`src/rtl/hazard_scoreboard_pkg.sv`:
```
// Shared register-file geometry and nominal result latencies for the
// pending-write scoreboard.
package hazard_scoreboard_pkg;

  localparam int NREGS  = 32;
  localparam int REG_AW = 5;

  localparam int LAT_ALU  = 0;
  localparam int LAT_LOAD = 1;
  localparam int LAT_MUL  = 3;
  localparam int LAT_DIV  = 15;

endpackage

```
`src/rtl/sb_entry.sv`:
```
// One scoreboard entry: pending flag, bypass countdown and saturating age,
// updated with issue > flush > writeback > idle-countdown priority.
module sb_entry #(
  parameter int CNT_W     = 4,
  parameter int AGE_W     = 3,
  parameter int FLUSH_AGE = 0
) (
  input  logic             clk,
  input  logic             rst,
  input  logic             set,
  input  logic [CNT_W-1:0] lat,
  input  logic             flush,
  input  logic             wb,
  output logic             busy,
  output logic [CNT_W-1:0] cnt
);

  // One extra bit so a limit of 2**AGE_W still flushes saturated entries.
  localparam logic [AGE_W:0] FLUSH_LIM = (AGE_W+1)'(FLUSH_AGE);

  logic [AGE_W-1:0] age;
  logic             flush_hit;
  logic             wb_hit;

  assign flush_hit = flush & busy & ({1'b0, age} < FLUSH_LIM);
  assign wb_hit    = wb & busy;

  always_ff @(posedge clk or posedge rst) begin
    if (rst) begin
      busy <= 1'b0;
      cnt  <= '0;
      age  <= '0;
    end else if (set) begin
      busy <= 1'b1;
      cnt  <= lat;
      age  <= '0;
    end else if (flush_hit || wb_hit) begin
      busy <= 1'b0;
      cnt  <= '0;
    end else begin
      if (cnt != '0) cnt <= cnt - 1'b1;
      if (age != '1) age <= age + 1'b1;
    end
  end

endmodule

```
`src/rtl/hazard_scoreboard.sv`:
```
// Variable-latency pending-write scoreboard beside ID: RAW/WAW stall
// generation, flush squash of young entries, and stall-cycle counting.
module hazard_scoreboard #(
  parameter int NREGS     = hazard_scoreboard_pkg::NREGS,
  parameter int REG_AW    = hazard_scoreboard_pkg::REG_AW,
  parameter int CNT_W     = 4,
  parameter int AGE_W     = 3,
  parameter int FLUSH_AGE = 0,
  parameter int PERF_EN   = 1
) (
  input  logic              clk,
  input  logic              rst,
  input  logic              id_valid,
  input  logic [REG_AW-1:0] id_rs1,
  input  logic              id_rs1_en,
  input  logic [REG_AW-1:0] id_rs2,
  input  logic              id_rs2_en,
  input  logic [REG_AW-1:0] id_rd,
  input  logic              id_rd_en,
  input  logic [CNT_W-1:0]  id_lat,
  input  logic              flush,
  input  logic              wb_valid,
  input  logic [REG_AW-1:0] wb_rd,
  output logic              stall,
  output logic              stall_raw,
  output logic              stall_waw,
  output logic              issue,
  output logic [NREGS-1:0]  busy_vec,
  output logic [31:0]       stall_cycles
);

  logic [CNT_W-1:0] cnt [NREGS];
  logic             rs1_pend;
  logic             rs2_pend;

  assign busy_vec[0] = 1'b0;
  assign cnt[0]      = '0;

  for (genvar i = 1; i < NREGS; i++) begin : g_entry
    sb_entry #(
      .CNT_W    (CNT_W),
      .AGE_W    (AGE_W),
      .FLUSH_AGE(FLUSH_AGE)
    ) u_entry (
      .clk  (clk),
      .rst  (rst),
      .set  (issue & id_rd_en & (id_rd == REG_AW'(i))),
      .lat  (id_lat),
      .flush(flush),
      .wb   (wb_valid & (wb_rd == REG_AW'(i))),
      .busy (busy_vec[i]),
      .cnt  (cnt[i])
    );
  end

  // A nonzero countdown implies busy; busy with cnt==0 is bypassable.
  assign rs1_pend  = id_rs1_en & (id_rs1 != '0) & (cnt[id_rs1] != '0);
  assign rs2_pend  = id_rs2_en & (id_rs2 != '0) & (cnt[id_rs2] != '0);
  assign stall_raw = id_valid & (rs1_pend | rs2_pend);
  assign stall_waw = id_valid & id_rd_en & (id_rd != '0) & busy_vec[id_rd]
                   & (cnt[id_rd] > id_lat);
  assign stall     = stall_raw | stall_waw;
  assign issue     = id_valid & ~stall & ~flush & ~rst;

  if (PERF_EN != 0) begin : g_perf
    always_ff @(posedge clk or posedge rst) begin
      if (rst)
        stall_cycles <= '0;
      else if (id_valid && stall)
        stall_cycles <= stall_cycles + 32'd1;
    end
  end else begin : g_noperf
    assign stall_cycles = '0;
  end

endmodule
```
`config.mk`:
```
export PLATFORM = sky130hd
export DESIGN_NAME = hazard_scoreboard
export DESIGN_NICKNAME = d
export VERILOG_FILES = /design/src/rtl/hazard_scoreboard_pkg.sv /design/src/rtl/sb_entry.sv /design/src/rtl/hazard_scoreboard.sv
export SDC_FILE = /design/constraint.sdc
export NUM_CORES = 1
export LEC_CHECK = 0
export CAP_MARGIN = 20
export CORE_UTILIZATION = 50
export DETAILED_ROUTE_END_ITERATION = 16
export PLACE_DENSITY = 0.7
export SLEW_MARGIN = 40
export SYNTH_ARGS = -nofsm -noshare
export SYNTH_HDL_FRONTEND = slang
export SYNTH_SLANG_ARGS = --single-unit
```
`constraint.sdc`:
```
create_clock -name clk -period 17.6 [get_ports clk]
set_input_delay 2.64 -clock clk [delete_from_list [all_inputs] [get_ports clk]]
set_output_delay 2.64 -clock clk [all_outputs]
set_load 0.01 [all_outputs]
```
==> out/results.md, run 1 <==
### Outcome
• finished, final reports clean — run status

### Clock network
• done — clock tree from TritonCTS
• 0 — count of hold-fix buffers inserted at cts
• 90 ps — clock slew at the register clock pins of the worst setup and hold paths
• 4 — count of H-tree levels built during CTS
• 0 — Setup Fix Bufs, Post-CTS
• 187 — # clock sinks
• sky130_fd_sc_hd__clkbuf_16 — Clock Root Buffer
• 460 ps — latest clock arrival within the worst-skew pair
• 2 — maximum buffer depth of the clock tree
• 0 — PostCTS Resize Cnt
• 17 — clock buffer count from CTS

### GRT
• 3 — antenna violations before repair
• 61,690 um — first-pass GRT wire length
• 10.95k — number of global-route vias before repair
• 115 — pin count of the biggest net entering global routing
• 28.22% — total global routing track utilization
• 0 — GRT Residual Overflow

### Worst setup path
• 14,960 ps — required arrival time at the worst endpoint
• 42 — CP max FO
• input pin — type of element launching the critical path
• 7690 ps — Critical Path AT
• output port — type of destination of the critical path
• in2out — crit path kind

### Yosys
• 33.66% — share of synthesized area occupied by flip-flops and latches
• sky130_fd_sc_hd__dfrtp_1 — cell type with the largest total area after synthesis
• 9.981 um2 — mean instance size in the synthesized netlist
• 33.66% — share of Yosys cell area claimed by the top area cell type
• 1,393 — number of instances in the synthesized netlist
• 1,489 — Post-Synthesis Net Count
• 13,900 um2 — Syn Std Cell Area
• 65 — Yosys cell types
• 187 — flip-flop and latch count after synthesis
• 0 — Post-synth EDFFs
• sky130_fd_sc_hd__dfrtp_1 — main flop type after synthesis
• 0 — Synthesis Warnings
• 100.0% — share of flip-flops with an asynchronous set or reset after synthesis
• sky130_fd_sc_hd__dfrtp_1, sky130_fd_sc_hd__mux4_2, sky130_fd_sc_hd__mux2_2, sky130_fd_sc_hd__ha_1, sky130_fd_sc_hd__mux2i_1 — cell types with the largest area share after synthesis

### Pwr
• 158.5 nW/um2 — total power per unit cell area
• 0.08314 mV — Peak VDD IR
• 7.099 nW — leakage power figure

### Route
• 5 — number of iterations in the first detailed-routing pass
• 1,061 — violation count after the first detailed-routing iteration
• 11.12k — number of vias in the routed layout
• 0 — number of design rule violations left after detail routing
• 21.30 um — drt wl/cell
• 6.085 — Via-to-Cell Ratio
• 0 — remaining antenna violation count
• 38,910 um — routed wire length

### Layout
• 1,536 — number of nets in the finished design
• 2,323 — fill cell count
• 57.56% — utilization after layout
• sky130_fd_sc_hd__dfrtp_1, sky130_fd_sc_hd__nor2_1, sky130_fd_sc_hd__inv_1, sky130_fd_sc_hd__clkdlybuf4s50_1, sky130_fd_sc_hd__mux2_2 — top library cells by usage in the layout, fill and taps aside
• 12.20% — Layout area overhead
• sky130_fd_sc_hd__dfrtp_1 — most common cell after layout, fill and taps aside
• 17.00% — layout cell share with drive strength beyond 1
• 1,827 — number of standard cells in the final layout excluding fillers

### Placement
• 0.9604 — GP Congestion
• 1,793 — placed cell count
• 98 — Buffers on Ports
• 28,330 um — detailed-placement wirelength estimate

### Timing
• 830.3 ps — measured slew at the worst slew-check pin
• 0 — final hold vios
• 10,330 ps — Min Clock Period, post-route
• 0 ps — sum of negative setup slack
• 0 — Slew Limit Fails
• 480.6 ps — worst hold margin
• 44.22% — headroom to the max-slew limit
• 96.80 MHz — upper clock frequency limit
• false — unrepaired setup endpoints after global routing
• 22.11 ps — Clock Skews
• 58.70% — share of the clock period used by the worst path
• 0 — final-report setup violation count

### Die
• 28,480 um2 — Die Footprint
• 27,100 um2 — core area
• 51.30% — starting density of the core
• 168.8 um — y dimension of the die
• 168.8 um — die width
• 100 — top-level port count
• 60 — # rows

### Flow run
• 0 — max-capacitance violation count

### Min path
• reg2reg — class of the tightest hold or removal check

[synth_stat cells (36+ instances only)]
library cell,count
sky130_fd_sc_hd__a21oi_1,58
sky130_fd_sc_hd__dfrtp_1,187
sky130_fd_sc_hd__ha_1,64
sky130_fd_sc_hd__inv_1,102
sky130_fd_sc_hd__mux2_2,77
sky130_fd_sc_hd__mux2i_1,50
sky130_fd_sc_hd__mux4_2,47
sky130_fd_sc_hd__nand2_1,64
sky130_fd_sc_hd__nand2b_1,61
sky130_fd_sc_hd__nor2_1,129
sky130_fd_sc_hd__nor3_1,49
sky130_fd_sc_hd__nor4_1,36
sky130_fd_sc_hd__xnor2_1,36
[final timing paths]
| check | start | endpoint | slack [ps] | depth (start not counted) |
|---|---|---|---|---|
| max | id_rd[2] | issue | 7270 | 16 |
| min | stall_cycles[31] | stall_cycles[31] | 480 | 1 |
| max reg2reg | g_entry[5].u_entry.cnt[1] | g_entry[29].u_entry.cnt[2] | 12810 | 13 |
| min reg2reg | stall_cycles[31] | stall_cycles[31] | 480 | 1 |
| max in group asynchronous | rst | g_entry[21].u_entry.cnt[0] | 13810 | 3 |
| min in group asynchronous | rst | g_entry[31].u_entry.cnt[2] | 2690 | 2 |
[critical path, stage by stage]
cell and delay (ps):
sky130_fd_sc_hd__clkdlybuf4s50_1 840, sky130_fd_sc_hd__inv_1 200, sky130_fd_sc_hd__nor2_2 690, sky130_fd_sc_hd__a22oi_1 140, sky130_fd_sc_hd__o21ai_0 190, sky130_fd_sc_hd__a211oi_1 100
sky130_fd_sc_hd__a21oi_1 170, sky130_fd_sc_hd__ha_1 270, sky130_fd_sc_hd__o21a_1 110, sky130_fd_sc_hd__o21ai_0 160, sky130_fd_sc_hd__a21oi_1 90, sky130_fd_sc_hd__o211ai_1 120
sky130_fd_sc_hd__and3_4 580, sky130_fd_sc_hd__buf_4 580, sky130_fd_sc_hd__and3_1 240, sky130_fd_sc_hd__clkdlybuf4s50_1 530
[per-stage QoR]
step | total power [mW] | cell area [um2] | setup slack [ps]
global placement | 1.982 | 14930 | 7369
floorplan | 1.717 | 13900 | 8457
finish | 2.473 | 15600 | 7269
detailed placement | 2.031 | 14940 | 7269
CTS | 2.465 | 15580 | 7273
global route | 2.653 | 15600 | 6811
[area by class of cell]
| type | count | area [um2] | area share (%) |
|---|---|---|---|
| Multi-Input combinational cell | 1024 | 8364 | 53.62 |
| Timing Repair Buffer | 107 | 1042 | 6.681 |
| Clock buffer | 17 | 425.4 | 2.727 |
| Sequential cell | 187 | 4679 | 30.00 |
| Clock inverter | 15 | 219.0 | 1.404 |
| Antenna cell | 2 | 5.005 | 0.03208 |
| Tap cell | 372 | 465.4 | 2.984 |
| Inverter | 103 | 399.1 | 2.559 |
[kinds of logic after synthesis]
family / after synthesis / share of synthesized area, %
xor+xnor: 62 / 3.906
compound gates: 157 / 7.092
fa+ha+maj: 64 / 5.760
mux: 199 / 20.07
simple gates: 541 / 23.16
other cells: 1 / 0.02697
buf+inv: 182 / 6.335
flops: 187 / 33.66
[routing by layer]
layer	GRT usage, %	part of all wire (%)
met1	36.64	42
met2	46.01	47
met3	5.027	7.3
met4	12.77	4.3
met5	0	0
[power by group]
group | internal (mW) | switching, mW | leakage [nW]
logic | 0.646 | 0.510 | 4.53
clock network | 0.201 | 0.221 | 0.309
registers | 0.609 | 0.286 | 2.26
total | 1.46 | 1.02 | 7.10
[sequential cells by signal, indices dropped and copies added, names as in the netlist]
register,count
g_entry.u_entry.cnt,124
stall_cycles,32
g_entry.u_entry.busy,31
Note: power is estimated with default switching activity, not from simulation.
==> run 2, diff against run 1 <==
--- a/config.mk
+++ b/config.mk
@@ -8,7 +8,7 @@
 export CAP_MARGIN = 20
 export CORE_UTILIZATION = 50
 export DETAILED_ROUTE_END_ITERATION = 16
-export PLACE_DENSITY = 0.7
+export PLACE_DENSITY = 0.72
 export SLEW_MARGIN = 40
 export SYNTH_ARGS = -nofsm -noshare
 export SYNTH_HDL_FRONTEND = slang
==> constraint.sdc (replaced) <==
create_clock -name clk -period 9 [get_ports clk]
set_input_delay 1.35 -clock clk [delete_from_list [all_inputs] [get_ports clk]]
set_output_delay 1.35 -clock clk [all_outputs]
set_load 0.01 [all_outputs]
==> out/results.md, run 2 (synthesis results as in run 1) <==
### Worst setup path
• 14 — CP Depth, -2
• 4160 ps — slack of the worst reg-to-reg path, -8650 ps
• buf_2, buf_4, mux4_2, mux4_2, mux2_2, ha_1, nor2b_1, o21a_1, o21ai_0, a21oi_1, o211ai_1, and3_4, and3_1, clkdlybuf4s50_1 — sequence of cells on the critical path
• sky130_fd_sc_hd__mux4_2 — most frequent CP cell
• sky130_fd_sc_hd__and3_4 — cell type of the slowest stage on the worst timing path
• 5740 ps — Critical Path AT, -1950 ps
• 3 — number of buffers and inverters on the critical path, -1
• 7650 ps — required arrival time at the worst endpoint, -7310 ps
• output port — type of destination of the critical path
• buffers and inverters — CP top delay family
• input pin — type of element launching the critical path
• issue — Critical Path End
• 33 — CP max FO, -21%
• g_entry[7].u_entry.cnt[1] — startpoint of the most critical register-to-register path
• g_entry[29].u_entry.cnt[2] — Critical R2R Capture
• id_rd[1] — CP Launch Point
• in2out — crit path kind
• 570 ps — critical path's largest stage delay, -270 ps
• 13 — Worst R2R Path Depth, unchanged

### Timing
• 7085 ps — Min Clock Period, post-route
• 1915 ps — post-route setup slack, -5355 ps
• 0 — Slew Limit Fails, unchanged
• 474.8 ps — worst hold margin, -5.884 ps
• 40.36% — headroom to the max-slew limit, -3.9 points
• 0 ps — sum of negative setup slack, unchanged
• 141.1 MHz — upper clock frequency limit
• 26.19 ps — Clock Skews, +4.085 ps
• 78.72% — share of the clock period used by the worst path
• 0 — final-report setup violation count, unchanged
• false — unrepaired setup endpoints after global routing
• 891.8 ps — measured slew at the worst slew-check pin, +61.51 ps
• 0 — final hold vios, unchanged

### Clock network
• 4 — count of H-tree levels built during CTS, unchanged
• sky130_fd_sc_hd__clkbuf_16 — Clock Root Buffer
• done — clock tree from TritonCTS
• 90 ps — clock slew at the register clock pins of the worst setup and hold paths, about the same
• 187 — # clock sinks, unchanged
• 17 — clock buffer count from CTS, unchanged
• 0 — Setup Fix Bufs, Post-CTS, unchanged
• 460 ps — latest clock arrival within the worst-skew pair, about the same
• 2 — maximum buffer depth of the clock tree, unchanged
• 0 — PostCTS Resize Cnt, unchanged
• 0 — count of hold-fix buffers inserted at cts, unchanged

### Placement
• 0.9493 — GP Congestion, -1.2%
• 27,980 um — detailed-placement wirelength estimate, -1.2%
• 98 — Buffers on Ports, unchanged
• 1,793 — placed cell count, unchanged
• 14,950 um2 — instance area at placement, about the same
• 1768 ps — placement-stage worst setup slack, -5501 ps

### Layout
• g_entry.u_entry.cnt — register with the most flip-flops
• g_entry.u_entry.cnt x124, stall_cycles x32, g_entry.u_entry.busy x31 — Top Registers
• 12.19% — Layout area overhead, about the same
• sky130_fd_sc_hd__dfrtp_1 — most common cell after layout, fill and taps aside
• 1,829 — number of standard cells in the final layout excluding fillers, +0.11%
• sky130_fd_sc_hd__dfrtp_1, sky130_fd_sc_hd__nor2_1, sky130_fd_sc_hd__inv_1, sky130_fd_sc_hd__clkdlybuf4s50_1, sky130_fd_sc_hd__mux2_2 — top library cells by usage in the layout, fill and taps aside
• 15,600 um2 — Final Cell Area, about the same
• 1,536 — number of nets in the finished design, unchanged
• 17.00% — layout cell share with drive strength beyond 1, unchanged
• 124 — max FFs per register, unchanged
• 57.56% — utilization after layout, about the same

### Route
• 20.88 um — drt wl/cell, -2.0%
• 1,090 — violation count after the first detailed-routing iteration, +2.7%
• 6.033 — Via-to-Cell Ratio, -0.86%
• 38,190 um — routed wire length, -1.8%
• 0 — number of design rule violations left after detail routing, unchanged
• 11.04k — number of vias in the routed layout, -0.75%
• 5 — number of iterations in the first detailed-routing pass, unchanged
• 0 — remaining antenna violation count, unchanged

### GRT
• 113 — pin count of the biggest net entering global routing, -1.7%
• 2 — antenna violations before repair, -1
• 27.51% — total global routing track utilization, -0.71 points
• 0 — GRT Residual Overflow, unchanged
• 10.69k — number of global-route vias before repair, -2.4%
• 59,900 um — first-pass GRT wire length, -2.9%

### Die
• 60 — # rows, unchanged
• 100 — top-level port count, unchanged
• 28,480 um2 — Die Footprint, unchanged
• 27,100 um2 — core area, unchanged
• 51.30% — starting density of the core, unchanged
• 168.8 um — y dimension of the die, unchanged
• 168.8 um — die width, unchanged

### Pwr
• 4.790 mW — Final Total Pwr, +94%
• 7.097 nW — leakage power figure, about the same
• 0.1628 mV — Peak VDD IR, +96%
• 307.1 nW/um2 — total power per unit cell area, +94%

### Min path
• reg2reg — class of the tightest hold or removal check

### Flow run
• 0 — max-capacitance violation count, unchanged

### Outcome
• finished, final reports clean — run status

## run 2: cell types whose count changed in the layout (fill, tap and decap cells not counted), sizes merged
| cell | change |
|---|---|
| clkinv | +2 |
| diode | +2 |
| inv | -2 |
## run 2: layer usage
| layer | wire length (um) | vias to the layer above | track usage [%] | part of all wire [%] |
|---|---|---|---|---|
| met5 | 0 | - | 0 | 0 |
| met4 | 1500 | 0 | 12.85 | 3.9 |
| met2 | 18150 | 467 | 44.75 | 48 |
| met3 | 2863 | 111 | 5.892 | 7.5 |
| li1 | - | 5036 | - | - |
| met1 | 15680 | 5421 | 35.03 | 41 |
## run 2: worst min path at each step
stage	start	to	slack (ps)	cells after the start
after CTS	stall_cycles[31]	stall_cycles[31]	480	1
after global routing	stall_cycles[31]	stall_cycles[31]	490	1
after floorplan	g_entry[19].u_entry.busy	g_entry[19].u_entry.busy	470	2
after detailed placement	stall_cycles[31]	stall_cycles[31]	460	1
after global placement	stall_cycles[31]	stall_cycles[31]	460	1
final	stall_cycles[31]	stall_cycles[31]	470	1
## run 2: where the power goes
part / internal, mW / leakage (nW) / switching (mW)
Combinational: 1.26 / 4.53 / 1.00
Clock: 0.387 / 0.304 / 0.417
Sequential: 1.19 / 2.26 / 0.529
Total: 2.84 / 7.10 / 1.95
## run 2: final cells by class
type,instances,area [um2]
multi-input combinational,1024,8368
timing repair buffer,107,1045
antenna,4,10.01
fill,2336,11500
tap,372,465.4
clock inverter,15,206.4
inverter,103,399.1
sequential,187,4679
clock buffer,17,425.4
==> run 3, diff against run 2 <==
==> constraint.sdc (replaced) <==
create_clock -name clk -period 6.25 [get_ports clk]
set_input_delay 0.9375 -clock clk [delete_from_list [all_inputs] [get_ports clk]]
set_output_delay 0.9375 -clock clk [all_outputs]
set_load 0.01 [all_outputs]
==> out/results.md, run 3 (synthesis results as in run 1) <==
### Min path
• stall_cycles[31] — hold path startpoint
• reg2reg — class of the tightest hold or removal check
• 1 — worst hold path stage count, unchanged

### Clock network
• 2 — maximum buffer depth of the clock tree, unchanged
• 0 — PostCTS Resize Cnt, unchanged
• 4 — count of H-tree levels built during CTS, unchanged
• done — clock tree from TritonCTS
• sky130_fd_sc_hd__clkbuf_16 — Clock Root Buffer
• 0 — Setup Fix Bufs, Post-CTS, unchanged
• 187 — # clock sinks, unchanged
• 17 — clock buffer count from CTS, unchanged
• 0 — count of hold-fix buffers inserted at cts, unchanged
• 90 ps — clock slew at the register clock pins of the worst setup and hold paths, about the same
• 460 ps — latest clock arrival within the worst-skew pair, about the same

### Placement
• 0.9527 — GP Congestion, +0.36%
• 98 — Buffers on Ports, unchanged
• 28,970 um — detailed-placement wirelength estimate, +3.6%
• 626.2 ps — placement-stage worst setup slack, -1142 ps

### Timing
• 886.6 ps — measured slew at the worst slew-check pin, -5.216 ps
• 5695 ps — Min Clock Period, post-route
• 0 — final-report setup violation count, unchanged
• 0 ps — sum of negative setup slack, unchanged
• 468.2 ps — worst hold margin, -6.604 ps
• 40.68% — headroom to the max-slew limit, +0.32 points
• 91.12% — share of the clock period used by the worst path
• 0 — final hold vios, unchanged
• 555.1 ps — post-route setup slack, -1360 ps
• 175.6 MHz — upper clock frequency limit
• false — unrepaired setup endpoints after global routing
• 23.70 ps — Clock Skews, -2.487 ps
• 0 — Slew Limit Fails, unchanged

### Outcome
• finished, final reports clean — run status

### Layout
• 1,548 — number of nets in the finished design, +0.78%
• 12.67% — Layout area overhead
• sky130_fd_sc_hd__dfrtp_1 — most common cell after layout, fill and taps aside
• g_entry.u_entry.cnt — register with the most flip-flops
• 17.61% — layout cell share with drive strength beyond 1, +0.61 points
• 124 — max FFs per register, unchanged
• sky130_fd_sc_hd__dfrtp_1, sky130_fd_sc_hd__nor2_1, sky130_fd_sc_hd__inv_1, sky130_fd_sc_hd__clkdlybuf4s50_1, sky130_fd_sc_hd__mux2_2 — top library cells by usage in the layout, fill and taps aside
• g_entry.u_entry.cnt x124, stall_cycles x32, g_entry.u_entry.busy x31 — Top Registers

### Worst setup path
• in2out — crit path kind
• 3 — number of buffers and inverters on the critical path, unchanged
• buf_2, buf_4, nand2b_1, o21ai_0, mux4_2, mux2_2, ha_1, nor2b_1, o21a_1, o21ai_0, a21oi_1, o211ai_1, and3_4, and3_1, clkdlybuf4s50_1 — sequence of cells on the critical path
• id_rd[0] — CP Launch Point
• sky130_fd_sc_hd__clkdlybuf4s50_1 — cell type of the slowest stage on the worst timing path
• input pin — type of element launching the critical path
• 4760 ps — Critical Path AT, -980 ps
• 15 — CP Depth, +1
• 18 — CP max FO, -45%
• 13 — Worst R2R Path Depth, unchanged
• output port — type of destination of the critical path
• sky130_fd_sc_hd__o21ai_0 — most frequent CP cell
• 5310 ps — required arrival time at the worst endpoint, -2340 ps
• g_entry[7].u_entry.cnt[1] — startpoint of the most critical register-to-register path
• 560 ps — critical path's largest stage delay, about the same
• buffers and inverters — CP top delay family

### Route
• 11.14k — number of vias in the routed layout, +0.96%
• 0 — remaining antenna violation count, unchanged
• 0 — number of design rule violations left after detail routing, unchanged
• 38,850 um — routed wire length, +1.7%
• 6 — number of iterations in the first detailed-routing pass, +1
• 6.061 — Via-to-Cell Ratio, +0.47%
• 979 — violation count after the first detailed-routing iteration, -10%
• 21.13 um — drt wl/cell, +1.2%

### Die
• 51.30% — starting density of the core, unchanged
• 168.8 um — y dimension of the die, unchanged
• 60 — # rows, unchanged
• 28,480 um2 — Die Footprint, unchanged
• 168.8 um — die width, unchanged
• 100 — top-level port count, unchanged
• 27,100 um2 — core area, unchanged

### Pwr
• 6.923 mW — Final Total Pwr, +45%
• 0.2196 mV — Peak VDD IR, +35%
• 442.0 nW/um2 — total power per unit cell area, +44%
• 7.151 nW — leakage power figure, +0.76%

### GRT
• 5.658% — met3 Usage GRT, -0.23 points
• 28.00% — total global routing track utilization, +0.49 points
• met2 — busiest metal layer after global routing
• 0 — antenna violations before repair, -2
• 0 — GRT Residual Overflow, unchanged
• 45.63% — fraction of met2 tracks used by global routing, +0.88 points
• 102 — pin count of the biggest net entering global routing, -9.7%
• 60,820 um — first-pass GRT wire length, +1.5%
• 35.70% — M1 GR Usage, +0.68 points
• 10.84k — number of global-route vias before repair, +1.5%

### Flow run
• 0 — max-capacitance violation count, unchanged

==> run 3: cell count changes in the layout (fill, tap and decap cells not counted), sizes merged <==
cell / delta
buf: +12
clkinv: +1
diode: -3
inv: -1
==> run 3: through the flow <==
step	util, %	std cells	cell area (um2)
2_1_floorplan	-	1393	13900
3_3_place_gp	55.41	1805	15020
3_5_place_dp	55.44	1805	15030
4_1_cts	57.79	1837	15660
5_1_grt	57.79	1837	15660
6_report	57.80	1838	15670
==> run 3: cell type report <==
| cell class | instances | area (um2) |
|---|---|---|
| sequential | 187 | 4679 |
| tap | 372 | 465.4 |
| fill | 2292 | 11440 |
| antenna | 1 | 2.502 |
| clock inverter | 15 | 211.5 |
| multi-input combinational | 1024 | 8358 |
| clock buffer | 17 | 425.4 |
| timing repair buffer | 119 | 1129 |
| inverter | 103 | 394.1 |
==> run 3: path summary, 6_finish.rpt <==
kind	to	slack, ps
max	issue	560
min reg2reg	stall_cycles[31]	470
min in group asynchronous	g_entry[28].u_entry.cnt[2]	1050
max reg2reg	g_entry[16].u_entry.cnt[0]	1760
max in group asynchronous	g_entry[8].u_entry.cnt[0]	4120
min	stall_cycles[31]	470
==> run 3: worst reg2reg max path, delay by kind of cell (launching register included) <==
family / cells / cell delay [ps]
and+or+nand+nor: 3 / 830
adders and majority gates: 1 / 280
DFF: 1 / 470
buffers and inverters: 1 / 640
muxes: 4 / 1630
AOI/OAI and AO/OA: 4 / 520
==> run 3: power by group <==
group / leakage, nW / total [mW] / internal (mW) / switching (mW)
clock: 0.304 / 1.15 / 0.556 / 0.598
combinational: 4.59 / 3.26 / 1.82 / 1.43
sequential: 2.26 / 2.51 / 1.72 / 0.798
==> run 3: per-layer routing <==
| layer | wire length (um) | up-vias | share of wire (%) |
|---|---|---|---|
| li1 | - | 5063 | - |
| met1 | 15710 | 5385 | 40 |
| met2 | 18090 | 562 | 47 |
| met3 | 3311 | 131 | 8.5 |
| met4 | 1734 | 0 | 4.5 |
| met5 | 0 | - | 0 |
